File: src/rtl/snake_position_store.sv
// Snake head/body position store: steps the snake one block per granted move_tick,
// serves registered body-segment reads to the renderer and flags self-collision.
module snake_position_store #(
   parameter int unsigned SNAKE_LENGTH_BIT = 4,
   parameter int unsigned GRID_W           = 80,
   parameter int unsigned GRID_H           = 60,
   parameter int unsigned INIT_X           = 40,
   parameter int unsigned INIT_Y           = 30
) (
   input  logic                        clock_25,
   input  logic                        reset,
   input  logic                        semaforo,
   input  logic                        move_tick,
   input  logic [1:0]                  direction,
   input  logic                        grow,
   input  logic [SNAKE_LENGTH_BIT-1:0] body_count,
   output logic [6:0]                  snake_head_x,
   output logic [6:0]                  snake_head_y,
   output logic [6:0]                  snake_body_x,
   output logic [6:0]                  snake_body_y,
   output logic [SNAKE_LENGTH_BIT-1:0] snake_length,
   output logic                        busy,
   output logic                        update_done,
   output logic                        collision
);

   localparam int unsigned LW       = SNAKE_LENGTH_BIT;
   localparam int unsigned MAX_BODY = (1 << LW) - 1;
   localparam logic [LW-1:0] MAX_LEN = LW'(MAX_BODY);
   localparam logic [6:0] EMPTY  = 7'h7F;
   localparam logic [6:0] X_MAX  = 7'(GRID_W - 1);
   localparam logic [6:0] Y_MAX  = 7'(GRID_H - 1);
   localparam logic [1:0] DIR_RIGHT = 2'b00;
   localparam logic [1:0] DIR_UP    = 2'b01;
   localparam logic [1:0] DIR_LEFT  = 2'b10;
   localparam logic [1:0] DIR_DOWN  = 2'b11;

   typedef enum logic [2:0] {IDLE, SHIFT, HEAD, CHECK, DONE} state_t;

   state_t          state_q, state_d;
   logic [6:0]      head_x_q, head_x_d, head_y_q, head_y_d;
   logic [6:0]      body_x_q [0:MAX_BODY];
   logic [6:0]      body_x_d [0:MAX_BODY];
   logic [6:0]      body_y_q [0:MAX_BODY];
   logic [6:0]      body_y_d [0:MAX_BODY];
   logic [6:0]      rd_x_q, rd_x_d, rd_y_q, rd_y_d;
   logic [1:0]      dir_q, dir_d;
   logic [LW-1:0]   len_q, len_d, len_n_q, len_n_d, idx_q, idx_d;
   logic            move_pend_q, move_pend_d, grow_pend_q, grow_pend_d;
   logic            busy_q, busy_d, done_q, done_d, col_q, col_d;

   logic            start_c;
   logic            grow_add_c;
   logic [LW-1:0]   len_n_c;

   assign start_c    = move_pend_q && semaforo && !col_q;
   assign grow_add_c = grow_pend_q && (len_q < MAX_LEN);
   assign len_n_c    = len_q + LW'(grow_add_c);

   // State register
   always_ff @(posedge clock_25 or posedge reset) begin
      if (reset) state_q <= IDLE;
      else       state_q <= state_d;
   end

   // Next-state logic
   always_comb begin
      state_d = state_q;
      case (state_q)
         IDLE:  if (start_c) state_d = (len_n_c == '0) ? HEAD : SHIFT;
         SHIFT: if (idx_q == '0) state_d = HEAD;
         HEAD:  state_d = (len_n_q == '0) ? DONE : CHECK;
         CHECK: if (idx_q == LW'(len_q - LW'(1))) state_d = DONE;
         DONE:  state_d = IDLE;
         default: state_d = IDLE;
      endcase
   end

   // Datapath and output next values
   always_comb begin
      head_x_d    = head_x_q;
      head_y_d    = head_y_q;
      body_x_d    = body_x_q;
      body_y_d    = body_y_q;
      dir_d       = dir_q;
      len_d       = len_q;
      len_n_d     = len_n_q;
      idx_d       = idx_q;
      move_pend_d = move_pend_q | move_tick;
      grow_pend_d = grow_pend_q | grow;
      busy_d      = busy_q;
      done_d      = 1'b0;
      col_d       = col_q;

      if (body_count < len_q) begin
         rd_x_d = body_x_q[body_count];
         rd_y_d = body_y_q[body_count];
      end else begin
         rd_x_d = EMPTY;
         rd_y_d = EMPTY;
      end

      case (state_q)
         IDLE: begin
            if (start_c) begin
               move_pend_d = move_tick;
               grow_pend_d = grow;
               busy_d      = 1'b1;
               len_n_d     = len_n_c;
               idx_d       = LW'(len_n_c - LW'(1));
               // A reversal would fold the snake onto itself, so it is ignored
               if (direction != (dir_q ^ 2'b10)) dir_d = direction;
            end
         end
         SHIFT: begin
            if (idx_q == '0) begin
               body_x_d[0] = head_x_q;
               body_y_d[0] = head_y_q;
            end else begin
               body_x_d[idx_q] = body_x_q[LW'(idx_q - LW'(1))];
               body_y_d[idx_q] = body_y_q[LW'(idx_q - LW'(1))];
               idx_d           = LW'(idx_q - LW'(1));
            end
         end
         HEAD: begin
            case (dir_q)
               DIR_RIGHT: head_x_d = (head_x_q == X_MAX) ? 7'd0 : 7'(head_x_q + 7'd1);
               DIR_UP:    head_y_d = (head_y_q == 7'd0) ? Y_MAX : 7'(head_y_q - 7'd1);
               DIR_LEFT:  head_x_d = (head_x_q == 7'd0) ? X_MAX : 7'(head_x_q - 7'd1);
               DIR_DOWN:  head_y_d = (head_y_q == Y_MAX) ? 7'd0 : 7'(head_y_q + 7'd1);
               default:   head_x_d = head_x_q;
            endcase
            len_d = len_n_q;
            idx_d = '0;
         end
         CHECK: begin
            if ((body_x_q[idx_q] == head_x_q) && (body_y_q[idx_q] == head_y_q)) col_d = 1'b1;
            idx_d = LW'(idx_q + LW'(1));
         end
         DONE: begin
            done_d = 1'b1;
            busy_d = 1'b0;
         end
         default: busy_d = 1'b0;
      endcase
   end

   // Datapath registers
   always_ff @(posedge clock_25 or posedge reset) begin
      if (reset) begin
         for (int k = 0; k <= int'(MAX_BODY); k++) begin
            body_x_q[k] <= EMPTY;
            body_y_q[k] <= EMPTY;
         end
         body_x_q[0] <= 7'(INIT_X - 1);
         body_y_q[0] <= 7'(INIT_Y);
         body_x_q[1] <= 7'(INIT_X - 2);
         body_y_q[1] <= 7'(INIT_Y);
         head_x_q    <= 7'(INIT_X);
         head_y_q    <= 7'(INIT_Y);
         rd_x_q      <= EMPTY;
         rd_y_q      <= EMPTY;
         dir_q       <= DIR_RIGHT;
         len_q       <= LW'(2);
         len_n_q     <= '0;
         idx_q       <= '0;
         move_pend_q <= 1'b0;
         grow_pend_q <= 1'b0;
         busy_q      <= 1'b0;
         done_q      <= 1'b0;
         col_q       <= 1'b0;
      end else begin
         body_x_q    <= body_x_d;
         body_y_q    <= body_y_d;
         head_x_q    <= head_x_d;
         head_y_q    <= head_y_d;
         rd_x_q      <= rd_x_d;
         rd_y_q      <= rd_y_d;
         dir_q       <= dir_d;
         len_q       <= len_d;
         len_n_q     <= len_n_d;
         idx_q       <= idx_d;
         move_pend_q <= move_pend_d;
         grow_pend_q <= grow_pend_d;
         busy_q      <= busy_d;
         done_q      <= done_d;
         col_q       <= col_d;
      end
   end

   assign snake_head_x = head_x_q;
   assign snake_head_y = head_y_q;
   assign snake_body_x = rd_x_q;
   assign snake_body_y = rd_y_q;
   assign snake_length = len_q;
   assign busy         = busy_q;
   assign update_done  = done_q;
   assign collision    = col_q;

endmodule

File: config.mk
export PLATFORM = sky130hd
export DESIGN_NAME = snake_position_store
export DESIGN_NICKNAME = d
export VERILOG_FILES = /design/src/rtl/snake_position_store.sv
export SDC_FILE = /design/constraint.sdc
export NUM_CORES = 1
export LEC_CHECK = 0
export CAP_MARGIN = 20
export CORE_MARGIN = 2
export CORE_UTILIZATION = 45
export CTS_BUF_LIST = sky130_fd_sc_hd__clkbuf_4 sky130_fd_sc_hd__clkbuf_8 sky130_fd_sc_hd__clkbuf_16
export CTS_CLUSTER_SIZE = 28
export DETAILED_ROUTE_END_ITERATION = 8
export DONT_BUFFER_PORTS = 1
export GPL_TIMING_DRIVEN = 1
export PLACE_DENSITY_LB_ADDON = 0.1
export REMOVE_ABC_BUFFERS = 1
export SLEW_MARGIN = 20
export SYNTH_ARGS = -nofsm -noshare
export SYNTH_HDL_FRONTEND = slang
export SYNTH_SLANG_ARGS = --single-unit
File: constraint.sdc
create_clock -name clock_25 -period 9.35 [get_ports clock_25]
set_clock_uncertainty 0.1 [all_clocks]
set_input_delay 2.3375 -clock clock_25 [delete_from_list [all_inputs] [get_ports clock_25]]
set_output_delay 2.3375 -clock clock_25 [all_outputs]
set_load 0.02 [all_outputs]
==> metrics <==
status=completed; Wirelength per Cell=29.0 um; combined area of the multi-input logic cells=0.00932 mm^2; Hold Slack=0.372 ns; Port-buffer cells=0; register area=0.00716 mm^2; post-DR vias/cell=6.52; total power=5.01 mW; Lkg Pwr=7.18 nW; clock sinks=274; Die Y=198 um; Period minus WS final=4.29 ns; Antenna diodes=0; share of cells above drive strength 1=64.7%; Int Pwr=3.07 mW; Pre-antenna DRT Iters=5; via total after detailed routing=10,900; CTS tree=yes; most common cell after layout, fill and taps aside=dfstp_2; H-Tree Depth=2; final setup vio count=0; NumNets Final=1,165; Netlist Area Pre-Place=0.0170 mm^2; Final Hold Viols=0; hpwl dp=28,400 um; Mapped Cells=1,184; r2r setup slk=5.06 ns; max_cap viols=0; final worst slack=5.06 ns; worst skew pair latency=0.53 ns; Post-DRT Antenna Nets=0; final slew viol count=0; dpl cells=1,612; Slowest cell on crit path=dfrtp_4; commonest cells after routing, fill and taps aside=dfstp_2 (232), mux2_2 (224), mux4_2 (195); Reg power frac=35.1%; Reg2Reg Capture Point=body_x_q[102]; RSZ-0062 raised after global routing=no; row count=71; I/O pin count=46; number of flops mapped to enable cells by yosys=0; Yosys reg bits=274; GP Congestion=0.796; Horiz. Die Dim=198 um; Non-Filler Instances=1,674; layout filler cell count=3,153; vias in the first global route=11,000; dominant synthesized flop cell=dfstp_2; Worst EP required=9.66 ns; # DRC=0; hold depth=1; worst path cell trace=inv_2 -> ha_2 -> buf_4 -> mux4_2 -> mux4_2 -> mux2_2; Max Clk Rate=233 MHz; final WL=48,500 um; worst slew pin tran=1.04 ns; Worst Reg-to-Reg Cells=6; CTS resizes=0; clock power share=28.6%; clock tree root buffer cell=clkbuf_16; crit path max fanout=40; Mean Syn Cell Area=14.4 um^2; total die area=0.0394 mm^2; total grt overflow=0; clk slew on worst S/H paths=0.06 ns; Inserted Clock Buffers=34; Unique masters post-synth=66; initial drt markers=800; initial antenna violation count=0; Core ar.=0.0374 mm^2; Clock Path Buffers=3; Post-synth ARST share=100%; Total GRT Usage=25.7%; Buf+Inv Stages, Crit Path=2; Top delay family on crit path=multiplexers; HP Class=reg2reg; sw frac=38.7%; pwr/cell area=269 mW/mm^2; P_sw=1.94 mW; critical path launch point type=register; cts hold-fix bufs=0; FF-to-FF Start=idx_q[0]; Max IR drop VDD=0.000164 V; Worst slew margin=30.6%; largest net degree at the start of global routing=145; logic gate share of total power=36.3%; starting density of the core=45.5%; Top cell by count, worst path=mux4_2; global-route wire length before repair=73,700 um; Seq/Total Area, Yosys=42.0%; critical path arrival=4.61 ns; Yosys warnings=0; fin util=49.8%; Post-CTS Setup Inserts=0; area delta synth->final=9.59%; Crit path largest cell delay=0.88 ns; WS Path Type=reg2reg; crit end category=register; hold path start=move_pend_q; Min-Delay Endpoint=move_pend_q; Setup WS pre-CTS=5.02 ns; fin crit share=45.9%
flip-flops by register name (all words and copies together) (netlist names):
register and cells:
body_y_q 112, collision 1, busy 1, snake_length 4, grow_pend_q 1, body_x_q 112
len_n_q 4, update_done 1, dir_q 2, state_q 3, move_pend_q 1, snake_head_x 7
snake_body_y 7, idx_q 4, snake_head_y 7, snake_body_x 7
stage by stage:
stage / TNS (ns) / instance area (um^2)
floorplan: -10.74 / 16500
global placement: 0 / 17400
detailed placement: 0 / 17400
CTS: 0 / 18600
global route: 0 / 18600
finish: 0 / 18600
layer usage:
layer  GRT usage, %  wire [um]  vias up
met4           8.41       1470        0
li1               -          -     4541
met5              0          0        -
met1           34.8      20600     5913
met3           4.95       3030       81
met2           41.7      23400      372
cell usage after synthesis (8+ instances only):
cell      number  area [um^2]
dfstp_2      232         6100
mux2_2       224         2520
mux4_2       195         4390
nand2_1       56          210
clkbuf_1      52          195
dfrtp_1       42         1050
o21ai_0       35          175
buf_2         30          150
mux2i_1       24          240
nor2_1        23         86.3
a21oi_1       22          110
inv_1         20         75.1
xnor2_1       20          175
nand2b_1      18          113
ha_1          17          213
buf_1         15         56.3
nand3_1       15         75.1
nor3_1        10         50.1
nor4_1        10         62.6
and3_1         9         56.3
xor2_1         9         78.8
nor2b_1        8         50.1
power by group through the flow:
| stage | clock, mW | combinational (mW) | sequential, mW |
|---|---|---|---|
| final | 1.43 | 1.82 | 1.76 |
| after detailed placement | 0 | 1.82 | 1.77 |
| after global placement | 0 | 1.81 | 1.77 |
| after CTS | 1.46 | 1.82 | 1.76 |
| after floorplan | 0 | 1.21 | 1.76 |
| after global routing | 1.51 | 1.95 | 1.79 |
worst max path at each step:
stage / end / slack (ns) / depth (start not counted) / start
after global routing: body_y_q[98] / 4.89 / 6 / idx_q[0]
after CTS: body_x_q[102] / 5.01 / 6 / idx_q[0]
final: body_x_q[102] / 5.06 / 6 / idx_q[0]
after detailed placement: body_x_q[102] / 5.02 / 6 / idx_q[0]
after floorplan: body_x_q[101] / -0.26 / 1 / reset
after global placement: body_y_q[103] / 5.04 / 6 / idx_q[0]
worst reg2reg max path, delay by kind of cell, from the launching register on:
kind	cells	cell delay, ns
muxes	3	1.40
buffers and inverters	2	1.02
DFF	1	0.88
adders and majority gates	1	0.77
cells by family after synthesis:
family	count (synthesis)	share of synthesized area, %
multiplexers	443	42.1
flip-flops	274	42.0
buffers and inverters	127	3.38
AND/OR/NAND/NOR	179	5.42
adder cells (fa/ha/maj)	17	1.25
AO/OA/AOI/OAI	115	4.35
XOR/XNOR	29	1.49
area by class of cell:
cell class / count / area share, %
flip-flops and latches: 274 / 38.4
clock inverters: 8 / 0.618
repair buffers: 23 / 1.10
well taps: 511 / 3.43
inverters: 21 / 0.463
clock buffers: 54 / 5.99
multi-input cells: 783 / 50.0
No activity file was read; power rests on OpenSTA's default activity.
